<file path="src/rtl/morse_pkg.sv">
// Shared definitions for the Morse receiver.
//  - state_t     : receiver FSM states (IDLE / MARK / SPACE)
//  - MAX_ELEM    : maximum dots/dashes held in one symbol
//  - LEN_W       : width of the symbol element count
//  - ASCII_*     : fixed output characters (word space, unknown symbol)
//  - ELEM_*      : element encoding inside the symbol shift register
//  - valid_mask(): selects the low len bits of a symbol pattern
package morse_pkg;

  typedef enum logic [1:0] {
    IDLE  = 2'd0,
    MARK  = 2'd1,
    SPACE = 2'd2
  } state_t;

  localparam int MAX_ELEM = 6;
  localparam int LEN_W    = 3;

  localparam logic [7:0] ASCII_SPACE   = 8'h20;
  localparam logic [7:0] ASCII_UNKNOWN = 8'h3F;

  localparam logic ELEM_DOT  = 1'b0;
  localparam logic ELEM_DASH = 1'b1;

  // Bit i is set when element i of a len-element symbol is present.
  function automatic logic [MAX_ELEM-1:0] valid_mask(input logic [LEN_W-1:0] len);
    logic [MAX_ELEM-1:0] m;
    for (int i = 0; i < MAX_ELEM; i++) begin
      m[i] = (LEN_W'(i) < len);
    end
    return m;
  endfunction

endpackage

</file>
<file path="src/rtl/morse_if.sv">
// Keyed-line input and decoded-character output of the Morse receiver.
//  din   : keyed line, 1 = mark (tone), 0 = space; sampled every clock
//  ascii : last decoded character, held until the next one
//  start : one-cycle strobe marking a new ascii value
//  state : receiver FSM state, exposed for observation
// Handshake: start acts as a valid with no ready. The sink has no way to
// stall the receiver and must capture ascii in the cycle start is high;
// ascii is stable from that cycle until the next strobe.
// Modports: slave = receiver side, master = line source / character sink.
interface morse_if;
  import morse_pkg::*;

  logic       din;
  logic [7:0] ascii;
  logic       start;
  state_t     state;

  modport master (
    output din,
    input  ascii,
    input  start,
    input  state
  );

  modport slave (
    input  din,
    output ascii,
    output start,
    output state
  );

endinterface

</file>
<file path="src/rtl/morse_lut.sv">
// Combinational Morse symbol decoder.
//  len     : number of elements in the symbol (1..MAX_ELEM)
//  pattern : elements, first element in the highest used bit, last in bit 0
//            (dot = 0, dash = 1)
//  ovf     : symbol had more than MAX_ELEM elements
//  ascii   : uppercase letter / digit, or '?' for overflow and unmapped codes
module morse_lut
  import morse_pkg::*;
(
  input  logic [LEN_W-1:0]    len,
  input  logic [MAX_ELEM-1:0] pattern,
  input  logic                ovf,
  output logic [7:0]          ascii
);

  logic [MAX_ELEM-1:0] code;

  always_comb begin
    code  = pattern & valid_mask(len);
    ascii = ASCII_UNKNOWN;
    if (!ovf) begin
      // Key is {len, code}; len disambiguates codes sharing the same bits.
      case ({len, code})
        9'b010_000001: ascii = 8'h41; // A .-
        9'b100_001000: ascii = 8'h42; // B -...
        9'b100_001010: ascii = 8'h43; // C -.-.
        9'b011_000100: ascii = 8'h44; // D -..
        9'b001_000000: ascii = 8'h45; // E .
        9'b100_000010: ascii = 8'h46; // F ..-.
        9'b011_000110: ascii = 8'h47; // G --.
        9'b100_000000: ascii = 8'h48; // H ....
        9'b010_000000: ascii = 8'h49; // I ..
        9'b100_000111: ascii = 8'h4A; // J .---
        9'b011_000101: ascii = 8'h4B; // K -.-
        9'b100_000100: ascii = 8'h4C; // L .-..
        9'b010_000011: ascii = 8'h4D; // M --
        9'b010_000010: ascii = 8'h4E; // N -.
        9'b011_000111: ascii = 8'h4F; // O ---
        9'b100_000110: ascii = 8'h50; // P .--.
        9'b100_001101: ascii = 8'h51; // Q --.-
        9'b011_000010: ascii = 8'h52; // R .-.
        9'b011_000000: ascii = 8'h53; // S ...
        9'b001_000001: ascii = 8'h54; // T -
        9'b011_000001: ascii = 8'h55; // U ..-
        9'b100_000001: ascii = 8'h56; // V ...-
        9'b011_000011: ascii = 8'h57; // W .--
        9'b100_001001: ascii = 8'h58; // X -..-
        9'b100_001011: ascii = 8'h59; // Y -.--
        9'b100_001100: ascii = 8'h5A; // Z --..
        9'b101_011111: ascii = 8'h30; // 0 -----
        9'b101_001111: ascii = 8'h31; // 1 .----
        9'b101_000111: ascii = 8'h32; // 2 ..---
        9'b101_000011: ascii = 8'h33; // 3 ...--
        9'b101_000001: ascii = 8'h34; // 4 ....-
        9'b101_000000: ascii = 8'h35; // 5 .....
        9'b101_010000: ascii = 8'h36; // 6 -....
        9'b101_011000: ascii = 8'h37; // 7 --...
        9'b101_011100: ascii = 8'h38; // 8 ---..
        9'b101_011110: ascii = 8'h39; // 9 ----.
        default:       ascii = ASCII_UNKNOWN;
      endcase
    end
  end

endmodule

</file>
<file path="src/rtl/top_block.sv">
// Morse receiver: one clock = one Morse time unit.
// Measures mark/space run lengths on the keyed line, collects dots and
// dashes into a symbol, and emits the decoded character (or a word space)
// with a one-cycle strobe.
//  clk   : system clock
//  reset : asynchronous, active-low
//  bus   : morse_if.slave (din in; ascii, start, state out)
// Parameters:
//  DASH_MIN : mark run >= DASH_MIN is a dash, shorter is a dot
//  LGAP_MIN : space run reaching LGAP_MIN ends a letter
//  WGAP_MIN : space run reaching WGAP_MIN ends a word (must exceed LGAP_MIN)
//  CNT_W    : run counter width, counter saturates at all-ones
module top_block
  import morse_pkg::*;
#(
  parameter int DASH_MIN = 2,
  parameter int LGAP_MIN = 2,
  parameter int WGAP_MIN = 5,
  parameter int CNT_W    = 4
) (
  input  logic   clk,
  input  logic   reset,
  morse_if.slave bus
);

  state_t              state, state_next;
  logic [CNT_W-1:0]    run, run_next;
  logic [MAX_ELEM-1:0] pattern, pattern_next;
  logic [LEN_W-1:0]    len, len_next;
  logic                ovf, ovf_next;
  logic                pend, pend_next;
  logic [7:0]          ascii_q;
  logic                start_q;

  // Symbol after this cycle's append, before any letter-end clear.
  logic [MAX_ELEM-1:0] buf_pattern;
  logic [LEN_W-1:0]    buf_len;
  logic                buf_ovf;

  logic                emit_letter;
  logic                emit_space;
  logic [7:0]          lut_ascii;

  morse_lut u_lut (
    .len     (buf_len),
    .pattern (buf_pattern),
    .ovf     (buf_ovf),
    .ascii   (lut_ascii)
  );

  always_ff @(posedge clk or negedge reset) begin
    if (!reset) begin
      state   <= IDLE;
      run     <= '0;
      pattern <= '0;
      len     <= '0;
      ovf     <= 1'b0;
      pend    <= 1'b0;
      ascii_q <= 8'h00;
      start_q <= 1'b0;
    end else begin
      state   <= state_next;
      run     <= run_next;
      pattern <= pattern_next;
      len     <= len_next;
      ovf     <= ovf_next;
      pend    <= pend_next;
      start_q <= emit_letter | emit_space;
      if (emit_letter) begin
        ascii_q <= lut_ascii;
      end else if (emit_space) begin
        ascii_q <= ASCII_SPACE;
      end
    end
  end

  always_comb begin
    state_next   = state;
    run_next     = run;
    buf_pattern  = pattern;
    buf_len      = len;
    buf_ovf      = ovf;
    pattern_next = pattern;
    len_next     = len;
    ovf_next     = ovf;
    pend_next    = pend;
    emit_letter  = 1'b0;
    emit_space   = 1'b0;

    case (state)
      IDLE: begin
        if (bus.din) begin
          state_next = MARK;
          run_next   = CNT_W'(1);
        end
      end
      MARK: begin
        if (bus.din) begin
          run_next = (run == {CNT_W{1'b1}}) ? run : run + 1'b1;
        end else begin
          state_next = SPACE;
          run_next   = CNT_W'(1);
          // A full buffer keeps its contents; the extra element only
          // marks the symbol as overflowed.
          if (len == LEN_W'(MAX_ELEM)) begin
            buf_ovf = 1'b1;
          end else begin
            buf_pattern = {pattern[MAX_ELEM-2:0],
                           (run >= CNT_W'(DASH_MIN)) ? ELEM_DASH : ELEM_DOT};
            buf_len     = len + 1'b1;
          end
        end
      end
      SPACE: begin
        if (bus.din) begin
          state_next = MARK;
          run_next   = CNT_W'(1);
        end else begin
          run_next = (run == {CNT_W{1'b1}}) ? run : run + 1'b1;
        end
      end
      default: begin
        state_next = IDLE;
        run_next   = '0;
      end
    endcase

    // Gap thresholds are detected on the counter value being written, so the
    // strobe register loads on the same edge that samples the threshold zero.
    // Equality fires once per gap even when the counter later saturates.
    if (state_next == SPACE && run_next == CNT_W'(LGAP_MIN) &&
        (buf_len != '0 || buf_ovf)) begin
      emit_letter = 1'b1;
      pend_next   = 1'b1;
    end else if (state_next == SPACE && run_next == CNT_W'(WGAP_MIN) && pend) begin
      emit_space = 1'b1;
      pend_next  = 1'b0;
    end

    if (emit_letter) begin
      pattern_next = '0;
      len_next     = '0;
      ovf_next     = 1'b0;
    end else begin
      pattern_next = buf_pattern;
      len_next     = buf_len;
      ovf_next     = buf_ovf;
    end
  end

  assign bus.ascii = ascii_q;
  assign bus.start = start_q;
  assign bus.state = state;

endmodule

</file>
<file path="src/flat_wrapper.sv">
// flat-port wrapper written by rule: the top's interface ports become plain ports
module top_block_flat import morse_pkg::*;
#(
  parameter int DASH_MIN = 2,
  parameter int LGAP_MIN = 2,
  parameter int WGAP_MIN = 5,
  parameter int CNT_W    = 4
)
  (clk, reset, bus_din, bus_ascii, bus_start, bus_state);
  morse_if bus_i ();
  input  logic clk;
  input  logic reset;
  input wire logic [$bits(bus_i.din)-1:0] bus_din;
  output wire logic [$bits(bus_i.ascii)-1:0] bus_ascii;
  output wire logic [$bits(bus_i.start)-1:0] bus_start;
  output wire logic [$bits(bus_i.state)-1:0] bus_state;
  assign bus_i.din = bus_din;
  assign bus_ascii = bus_i.ascii;
  assign bus_start = bus_i.start;
  assign bus_state = bus_i.state;
  top_block #(.DASH_MIN(DASH_MIN), .LGAP_MIN(LGAP_MIN), .WGAP_MIN(WGAP_MIN), .CNT_W(CNT_W)) u_core (.clk(clk), .reset(reset), .bus(bus_i));
endmodule
</file>
<file path="config.mk">
export PLATFORM = sky130hd
export DESIGN_NAME = top_block_flat
export DESIGN_NICKNAME = d
export VERILOG_FILES = /design/src/rtl/morse_pkg.sv /design/src/rtl/morse_if.sv /design/src/rtl/morse_lut.sv /design/src/rtl/top_block.sv /design/src/flat_wrapper.sv
export SDC_FILE = /design/constraint.sdc
export NUM_CORES = 1
export LEC_CHECK = 0
export CAP_MARGIN = 20
export CORE_MARGIN = 1.5
export CORE_UTILIZATION = 47
export CTS_BUF_LIST = sky130_fd_sc_hd__clkbuf_4 sky130_fd_sc_hd__clkbuf_8
export DETAILED_ROUTE_END_ITERATION = 7
export PLACE_DENSITY = 0.76
export SETUP_SLACK_MARGIN = 0.3
export SLEW_MARGIN = 5
export SYNTH_ARGS = -nofsm -noshare
export SYNTH_HDL_FRONTEND = slang
export SYNTH_SLANG_ARGS = --single-unit
export TNS_END_PERCENT = 5
</file>
<file path="constraint.sdc">
create_clock -name clk -period 4.2 [get_ports clk]
set_input_delay 0.84 -clock clk [delete_from_list [all_inputs] [get_ports clk]]
set_output_delay 0.84 -clock clk [all_outputs]
set_load 0.01 [all_outputs]
</file>
======== Word-level counts from Yosys, hierarchy flattened ========
Cells that the tools add are included.
storage, ports and cells
  bits in registers ....................... 26
  latch bits .............................. 0
  RAM bits ................................ 0
  memory bits (read-only) ................. 0
  input port bits ......................... 3
  output and inout port bits .............. 11
  memories kept ........................... 0
operators by class
  add/subtract/negate cells ............... 2
  multipliers ............................. 0
  div/mod/pow operators ................... 0
  $lt $le $gt $ge ......................... 7
  equal/unequal tests ..................... 43
  shift-type cells ........................ 0
  muxes and demuxes ....................... 30
  bitwise logic cells ..................... 2
  reductions and logical operators ........ 10
operator list
  cell                 count
  $pmux 7 s36          1
  $eq 9x9->1 const B   22
  $eq 9x8->1 const B   12
  $mux 6               4
  $eq 9x7->1 const B   2
  $mux 4               4
  $mux 8               2
  $mux 3               4
  $pmux 4 s3           1
  $mux 1               10
  $mux 7               1
  $and 6x6->6          1
  $lt 1x3->1 const A   2
  $lt 2x3->1 const A   2
  $lt 3x3->1 const A   2
  $add 4x1->4 const B  1
  $eq 2x2->1 const B   2
  $eq 4x2->1 const B   1
  $eq 4x3->1 const B   1
  $eq 4x4->1 const B   1
  $ge 4x2->1 const B   1
  $logic_and 1x1->1    4
  $mux 2               2
  $pmux 2 s2           1
  other kinds (9)      10

======== Depth between registers and ports, before layout ========
Gate-level depths: netlist of the first run.
  depth in word-level cells ............... 11
  gate-level depth with buffers ........... 13

======== Cells and area by module ========
Synthesis of the first run repeated with hierarchy kept, for this count alone.
unflattened totals
  cell total of the unflattened synthesis .. 249
  area total of the unflattened synthesis .. 2,208.4 µm²
modules (own cells, without submodules)
  module     times used  cells an instance  area each (µm²)
  top_block  1           130                1,430.1
  morse_lut  1           119                778.2

======== Worst setup path after synthesis of the first run ========
Ideal clock, no wire load.
  kind .................................... in2reg
  start point ............................. input port bus_din
  end point ............................... register u_core.ascii_q[3] (netlist: u_core.bus.ascii[3])
  library setup time ...................... 0.088 ns
  arrival time ............................ 2.940 ns
  data required time ...................... 4.112 ns
  slack ................................... 1.172 ns
  stages .................................. 10
  cell sequence ........................... buf_4 and4bb_2 mux2i_2 buf_4 a21oi_1 a32oi_2 o221a_2 nand4_2 or3_1 a41oi_1
on the way
  cells in the longest elaborated chain, start to end .. 8
ends and longest elaborated chain
  element                                           RTL line                           text
  start: declaration                                flat_wrapper.sv:13                 input wire logic [$bits(bus_i.din)-1:0] bus_din;
  $mux 3, or another cell as far along              top_block.sv:98                    if (bus.din) begin
  $mux 3, or another cell as far along              top_block.sv:90                    case (state)
  $lt 1x3->1, or another cell as far along          morse_pkg.sv:29                    m[i] = (LEN_W'(i) < len);
  $and 6x6->6 or $logic_and 1x1->1 (tied branches)  morse_lut.sv:19, top_block.sv:135
  $eq 9x9->1, or another cell as far along          morse_lut.sv:23                    case ({len, code})
  $pmux 7 s36 or $mux 1 (tied branches)             morse_lut.sv:23, top_block.sv:135
  $mux 7 or $mux 1 (tied branches)                  morse_lut.sv:21, top_block.sv:131
  $mux 8 or $reduce_bool 2->1 (tied branches)       -
  end signal: assignment                            top_block.sv:70                    ascii_q <= lut_ascii;
  end: declaration                                  top_block.sv:32                    logic [7:0] ascii_q;
Parallel ways exist; a longest one is shown, timed or not.
A chain may end at the register's enable or synchronous reset.

======== Worst setup path in the final report of the first run ========
Same ends and word-level chain as after synthesis.

==> results_dict.tcl, run 1 <==
set metrics [dict create \
    p_leak_nw 1.01 \
    syn_area_um2 2310 \
    r2r_slack_ns 0.89 \
    netlist_instances 298 \
    holdCritStartpoint "u_core.pend$_DFFE_PN0P_" \
    finClkSkew_ns 0.00430 \
    rows 25 \
    crit_slowest_cell "or3b_1" \
    final-setup-viol-count 0 \
    cts_tree "built" \
    root_buffer "clkbuf_8" \
    via_per_inst 6.71 \
    fin_crit_ns 3.62 \
    power_density_nw_per_um2 658 \
    fmaxAchievable_ghz 0.277 \
    cts_max_level 1 \
    area_growth_pct 11.6 \
    syn_area_per_cell_um2 7.76 \
    rsz0062_at_grt "no" \
    ys_types 71 \
    criticalPathCategory "primary input to register" \
    io_buffers 12 \
    dp_hpwl_um 5010 \
    maxCapViolations 0 \
    cts_buffer_depth 2 \
    fillers 433 \
    clkSlewWorstSetupHoldPaths_ns 0.08 \
    final_area_um2 2580 \
    clk_latency_ns 0.27 \
    routedWlPerCell_um 17.9 \
    min_path_cells 1 \
    cp_slowest_stage_delay_ns 0.60 \
    crit_chain "clkdlybuf4s50_1 -> or3b_1 -> o21ai_1 -> a22oi_4 -> a32oi_2 -> o221a_2 -> nand4_2 -> or3_1 -> a41oi_1" \
    reg2reg_depth 9 \
    setup_ws_ns 0.584 \
    ctsHoldBuffers 0 \
    synth_flop_cell "dfrtp_1" \
    numCtsBuffers 3 \
    setup_tns_ns 0 \
    antenna_found_initial 0 \
    slew_violations 0 \
    diodes 0 \
    drive_gt1_share_pct 11.8 \
    gr-usage-all-layers_pct 26.4 \
    synthArstFlopShare_pct 100 \
    nets 312 \
    clock-sinks 24 \
    grt-ovfl-total 0 \
    grt_max_degree 25 \
    final_util_pct 54.6 \
    peakVddDrop_v 0.000460 \
    syn_nets 305 \
    finalCritPeriodShare_pct 86.1 \
    drc_errors 0 \
    place_area_um2 2510 \
    drt_iter0_drc 283 \
    cp_data_required_time_ns 4.38 \
    grt_pass1_wl_um 10800 \
    crit_path_end_kind "register" \
    hold_viol 0 \
    yosysWarnings 0 \
    dr.pass1.iters 7 \
    status "completed" \
    worstHoldPathType "register to register" \
    fp.dieH_um 73.2 \
    cts_resized 0 \
    place_congestion 1.02 \
    die_w_um 73.2 \
    grt_pass1_vias 2168 \
    crit_fanout 11 \
    cts_setup_buffers 0 \
    drt_wl_total_um 6650 \
    min_delay_worst_endpoint "u_core.pend$_DFFE_PN0P_" \
    crit_arrival_ns 3.80 \
    die_area_um2 5350 \
    worstMarginPinSlew_ns 0.617 \
    via_count 2488 \
    slew_headroom_pct 58.1 \
    drtAntennaViolNets 0 \
    initial_core_util_pct 49.0 \
    r2r_end "u_core.bus.ascii[3]$_DFFE_PN0P_" \
    startpoint_type "primary input" \
    synth-seq-cells 24 \
    io_pins 14 \
    pre_cts_ws_ns 0.366 \
    synth_edf_count 0 \
    yosysSeqAreaShare_pct 26.0 \
    core_area_um2 4720 \
    worstReg2RegStart "u_core.len[1]$_DFF_PN0_" \
]
[worst max path at each step]
stage	from	to	slack (ns)	depth (start not counted)
final	bus_din	u_core.bus.ascii[3]$_DFFE_PN0P_	0.58	9
after global routing	bus_din	u_core.bus.ascii[3]$_DFFE_PN0P_	0.42	9
after CTS	bus_din	u_core.bus.ascii[3]$_DFFE_PN0P_	0.63	9
after detailed placement	bus_din	u_core.bus.ascii[3]$_DFFE_PN0P_	0.37	9
after global placement	bus_din	u_core.bus.ascii[1]$_DFFE_PN0P_	0.41	9
after floorplan	bus_din	u_core.bus.ascii[3]$_DFFE_PN0P_	1.17	10
[per-stage QoR]
stage,power [mW],hold WS (ns),std cells
after floorplan,1.17,0.449,298
after global placement,1.51,0.468,366
after detailed placement,1.50,0.466,366
after CTS,1.66,0.488,370
after global routing,1.81,0.515,371
final,1.70,0.488,371
[registers in the layout, indices dropped and copies added (netlist names)]
name	cells
u_core.len	3
u_core.pattern	5
u_core.run	4
u_core.pend	1
u_core.bus.ascii	7
u_core.ovf	1
u_core.bus.state	2
u_core.bus.start	1
[critical path: cells and delay by family]
kind            cells  cell delay [ns]
compound gates      5             1.35
simple gates        3             1.10
buf+inv             1             0.49
[layout by cell type, fill, tap and decap left out, drive strengths merged, types with 5 or more instances in the layout]
| cell type | n |
|---|---|
| a31oi | 8 |
| nand3 | 10 |
| o211ai | 5 |
| nor3 | 13 |
| nand2 | 21 |
| a21oi | 31 |
| buf | 18 |
| nand4 | 8 |
| and3 | 6 |
| nand2b | 5 |
| clkdlybuf4s50 | 12 |
| o22ai | 5 |
| nor4 | 5 |
| inv | 7 |
| dfrtp | 24 |
| a211oi | 5 |
| o21ai | 19 |
| nor2 | 21 |
[cells by family (layout without fill, tap and decap cells)]
group / count (synthesis) / in the layout / share of synthesized area [%]
AO/OA/AOI/OAI: 114 / 114 / 33.7
AND/OR/NAND/NOR: 108 / 108 / 25.5
buffers and inverters: 36 / 42 / 7.08
flip-flops: 24 / 24 / 26.0
multiplexers: 7 / 7 / 3.89
adder cells (fa/ha/maj): 4 / 4 / 2.16
XOR/XNOR: 4 / 4 / 1.51
other: 1 / 1 / 0.162
[report_power, final]
part | switching (mW) | internal, mW | leakage, nW
Combinational | 0.662 | 0.446 | 0.673
Clock | 0.0711 | 0.0837 | 0.0288
Sequential | 0.129 | 0.308 | 0.307
[area by class of cell]
class                   count  area (um^2)  area share [%]
clock buffers               4         55.1            2.13
inverters                   8         30.0            1.16
multi-input cells         238         1550            60.0
flip-flops and latches     24          601            23.3
well taps                  67         83.8            3.25
repair buffers             30          263            10.2
[synth_stat cells, types with 2 or more instances]
cell type / n / area share, %
xnor2_1: 3 / 1.1
a21boi_0: 2 / 0.65
inv_1: 7 / 1.1
o21ai_0: 15 / 3.2
nor2_1: 20 / 3.2
o311a_1: 2 / 0.87
or2_2: 2 / 0.54
o21a_1: 4 / 1.3
a22oi_1: 2 / 0.65
nand4_1: 7 / 1.9
mux2i_1: 2 / 0.87
clkbuf_1: 14 / 2.3
buf_2: 7 / 1.5
a21o_1: 3 / 0.97
o22a_1: 3 / 1.1
ha_1: 4 / 2.2
nand2b_1: 5 / 1.4
mux2_2: 3 / 1.5
nor4_1: 5 / 1.4
buf_1: 2 / 0.32
buf_4: 3 / 0.97
o221ai_1: 2 / 0.76
a21oi_1: 31 / 6.7
nand3b_1: 2 / 0.65
a2bb2oi_1: 3 / 1.1
o21ai_1: 4 / 0.87
nand3_1: 10 / 2.2
a211oi_1: 5 / 1.6
nand2_1: 21 / 3.4
o22ai_1: 5 / 1.4
a32o_1: 2 / 0.87
and2_1: 2 / 0.54
and4_1: 3 / 1.1
o31ai_1: 3 / 0.97
a31oi_1: 8 / 2.2
nor3_1: 13 / 2.8
and3_1: 6 / 1.6
or3_1: 2 / 0.54
o211ai_1: 5 / 1.6
dfrtp_1: 24 / 26
a41oi_1: 2 / 0.76
[layer usage]
| metal | part of all wire, % | GRT usage [%] |
|---|---|---|
| met2 | 43 | 36.7 |
| met3 | 11 | 5.39 |
| met1 | 43 | 38.9 |
| met5 | 0 | 0 |
| met4 | 3.9 | 11.7 |
(Power assumes the default switching activity.)
==> inputs of run 2 (changes only) <==
Settings changed: DONT_BUFFER_PORTS from default to 1, GPL_TIMING_DRIVEN from default to 1, PLACE_DENSITY 0.76 to 0.73.
==> run 2 against run 1 <==
Effect of this change:
- flip-flop and latch count unchanged
- highest routed layer unchanged
- cell count down 6.7%
- clock power down 15%
- largest power group unchanged
==> results_dict.tcl, run 2 (same netlist as run 1, synthesis figures left out) <==
set metrics [dict create \
    power_density_nw_per_um2 664 \
    cts_tree "built" \
    crit_slowest_cell "dfrtp_1" \
    grt_pass1_wl_um 10300 \
    grt_pass1_vias 2055 \
    die_area_um2 5350 \
    crit_start "u_core.len[0]$_DFF_PN0_" \
    antenna_found_initial 0 \
    slew_violations 0 \
    drt_wl_total_um 6340 \
    seqPwrFrac_pct 30.0 \
    rows 25 \
    gr-usage-all-layers_pct 24.8 \
    largest_register_ffs 7 \
    worstHoldPathType "primary input to asynchronous set/reset pin" \
    setup_tns_ns 0 \
    drt_iter0_drc 419 \
    clock-sinks 24 \
    diodes 0 \
    final_cell_mix "a21oi_1 (31), dfrtp_1 (24), nand2_1 (21)" \
    combPwrFrac_pct 61.5 \
    status "completed" \
    reg2reg_depth 10 \
    grt-ovfl-total 0 \
    worstReg2RegStart "u_core.len[0]$_DFF_PN0_" \
    maxCapViolations 0 \
    root_buffer "clkbuf_8" \
    routedWlPerCell_um 18.3 \
    nets 288 \
    crit_arrival_ns 3.77 \
    internal-power_mw 0.730 \
    hold_viol 0 \
    drc_errors 0 \
    fmaxAchievable_ghz 0.279 \
    slew_headroom_pct 54.2 \
    p_sw_mw 0.830 \
    crit_end "u_core.bus.ascii[3]$_DFFE_PN0P_" \
    rsz0062_at_grt "no" \
    cts_max_level 1 \
    final_common_cell "a21oi_1" \
    dr.pass1.iters 7 \
    drtAntennaViolNets 0 \
    cp_common_cell "nand2_1" \
    criticalPathCategory "register to register" \
    area_growth_pct 1.57 \
    final-setup-viol-count 0 \
    io_buffers 0 \
    p_clk_share_pct 8.4 \
    r2r_slack_ns 0.61 \
    fin_crit_ns 3.59 \
    r2r_end "u_core.bus.ascii[3]$_DFFE_PN0P_" \
    cts_buffer_depth 2 \
    fillers 442 \
    startpoint_type "register" \
    dp_hpwl_um 4650 \
    ctsHoldBuffers 0 \
    switching_share_pct 53.2 \
    cp_slowest_stage_delay_ns 0.62 \
    initial_core_util_pct 49.0 \
    p_leak_nw 0.897 \
    final_util_pct 49.7 \
    die_w_um 73.2 \
    drive_gt1_share_pct 8.24 \
    io_pins 14 \
    via_count 2422 \
    cp_data_required_time_ns 4.38 \
    via_per_inst 7.00 \
    fp.dieH_um 73.2 \
    worstMarginPinSlew_ns 0.679 \
    finalCritPeriodShare_pct 85.5 \
    finClkSkew_ns 0.00300 \
    cts_setup_buffers 0 \
    clkSlewWorstSetupHoldPaths_ns 0.08 \
    crit_fanout 14 \
    numCtsBuffers 3 \
    clk_latency_ns 0.26 \
    peakVddDrop_v 0.000455 \
    grt_max_degree 25 \
    crit_chain "clkinv_1 -> ha_1 -> nand2_1 -> nand2_1 -> mux2_2 -> and3_1 -> nor3_1 -> nand4_2 -> or3_1 -> a41oi_1" \
    crit_path_end_kind "register" \
    core_area_um2 4720 \
    cts_resized 0 \
    place_congestion 1.02 \
]
==> run 2: cell types whose count changed in the layout (fill, tap and decap cells not counted), sizes merged <==
cell and delta:
buf -12, clkbuf -1, clkdlybuf4s50 -12
==> run 2: worst min path at each step <==
stage	startpoint	to
after floorplan	u_core.pend$_DFFE_PN0P_	u_core.pend$_DFFE_PN0P_
after global placement	u_core.pend$_DFFE_PN0P_	u_core.pend$_DFFE_PN0P_
after detailed placement	u_core.pend$_DFFE_PN0P_	u_core.pend$_DFFE_PN0P_
after CTS	reset	u_core.pattern[1]$_DFF_PN0_
after global routing	reset	u_core.bus.ascii[5]$_DFFE_PN0P_
final	reset	u_core.pattern[1]$_DFF_PN0_
==> run 2: worst max-delay path, delay by kind of cell, from the launching register on <==
family | cells | cell delay, ns
AND/OR/NAND/NOR | 6 | 1.63
flip-flops | 1 | 0.62
multiplexers | 1 | 0.42
buffers and inverters | 1 | 0.34
adder cells (fa/ha/maj) | 1 | 0.31
AO/OA/AOI/OAI | 1 | 0.18
==> run 2: area by class of cell <==
type	instances	area, um^2	share of cell area [%]
repair buffers	6	45.0	1.92
inverters	8	30.0	1.28
multi-input cells	238	1550	65.9
clock buffers	3	41.3	1.76
flip-flops and latches	24	601	25.6
well taps	67	83.8	3.57
==> run 2: stage by stage <==
step | hold slack (ns) | cell area [um^2] | power (mW) | worst slack [ns] | std cells
2_1_floorplan | 0.449 | 2310 | 1.17 | 1.17 | 298
3_3_place_gp | 0.463 | 2310 | 1.40 | 0.793 | 343
3_5_place_dp | 0.467 | 2310 | 1.38 | 0.678 | 343
4_1_cts | 0.255 | 2350 | 1.52 | 0.685 | 346
5_1_grt | 0.244 | 2350 | 1.66 | 0.331 | 346
6_report | 0.261 | 2350 | 1.56 | 0.610 | 346
==> run 2: power groups by stage <==
stage | registers (mW) | clock network, mW | logic, mW
global route | 0.481 | 0.146 | 1.03
finish | 0.469 | 0.132 | 0.960
detailed placement | 0.466 | 0 | 0.915
global placement | 0.468 | 0 | 0.933
floorplan | 0.365 | 0 | 0.802
CTS | 0.460 | 0.137 | 0.919
==> run 2: per-layer routing <==
metal / vias to the layer above / track usage (%) / routed length (um)
met3: 36 / 3.73 / 700
met5: - / 0 / 0
met1: 1103 / 37.8 / 2810
li1: 1104 / - / -
met2: 179 / 33.2 / 2570
met4: 0 / 13.0 / 253
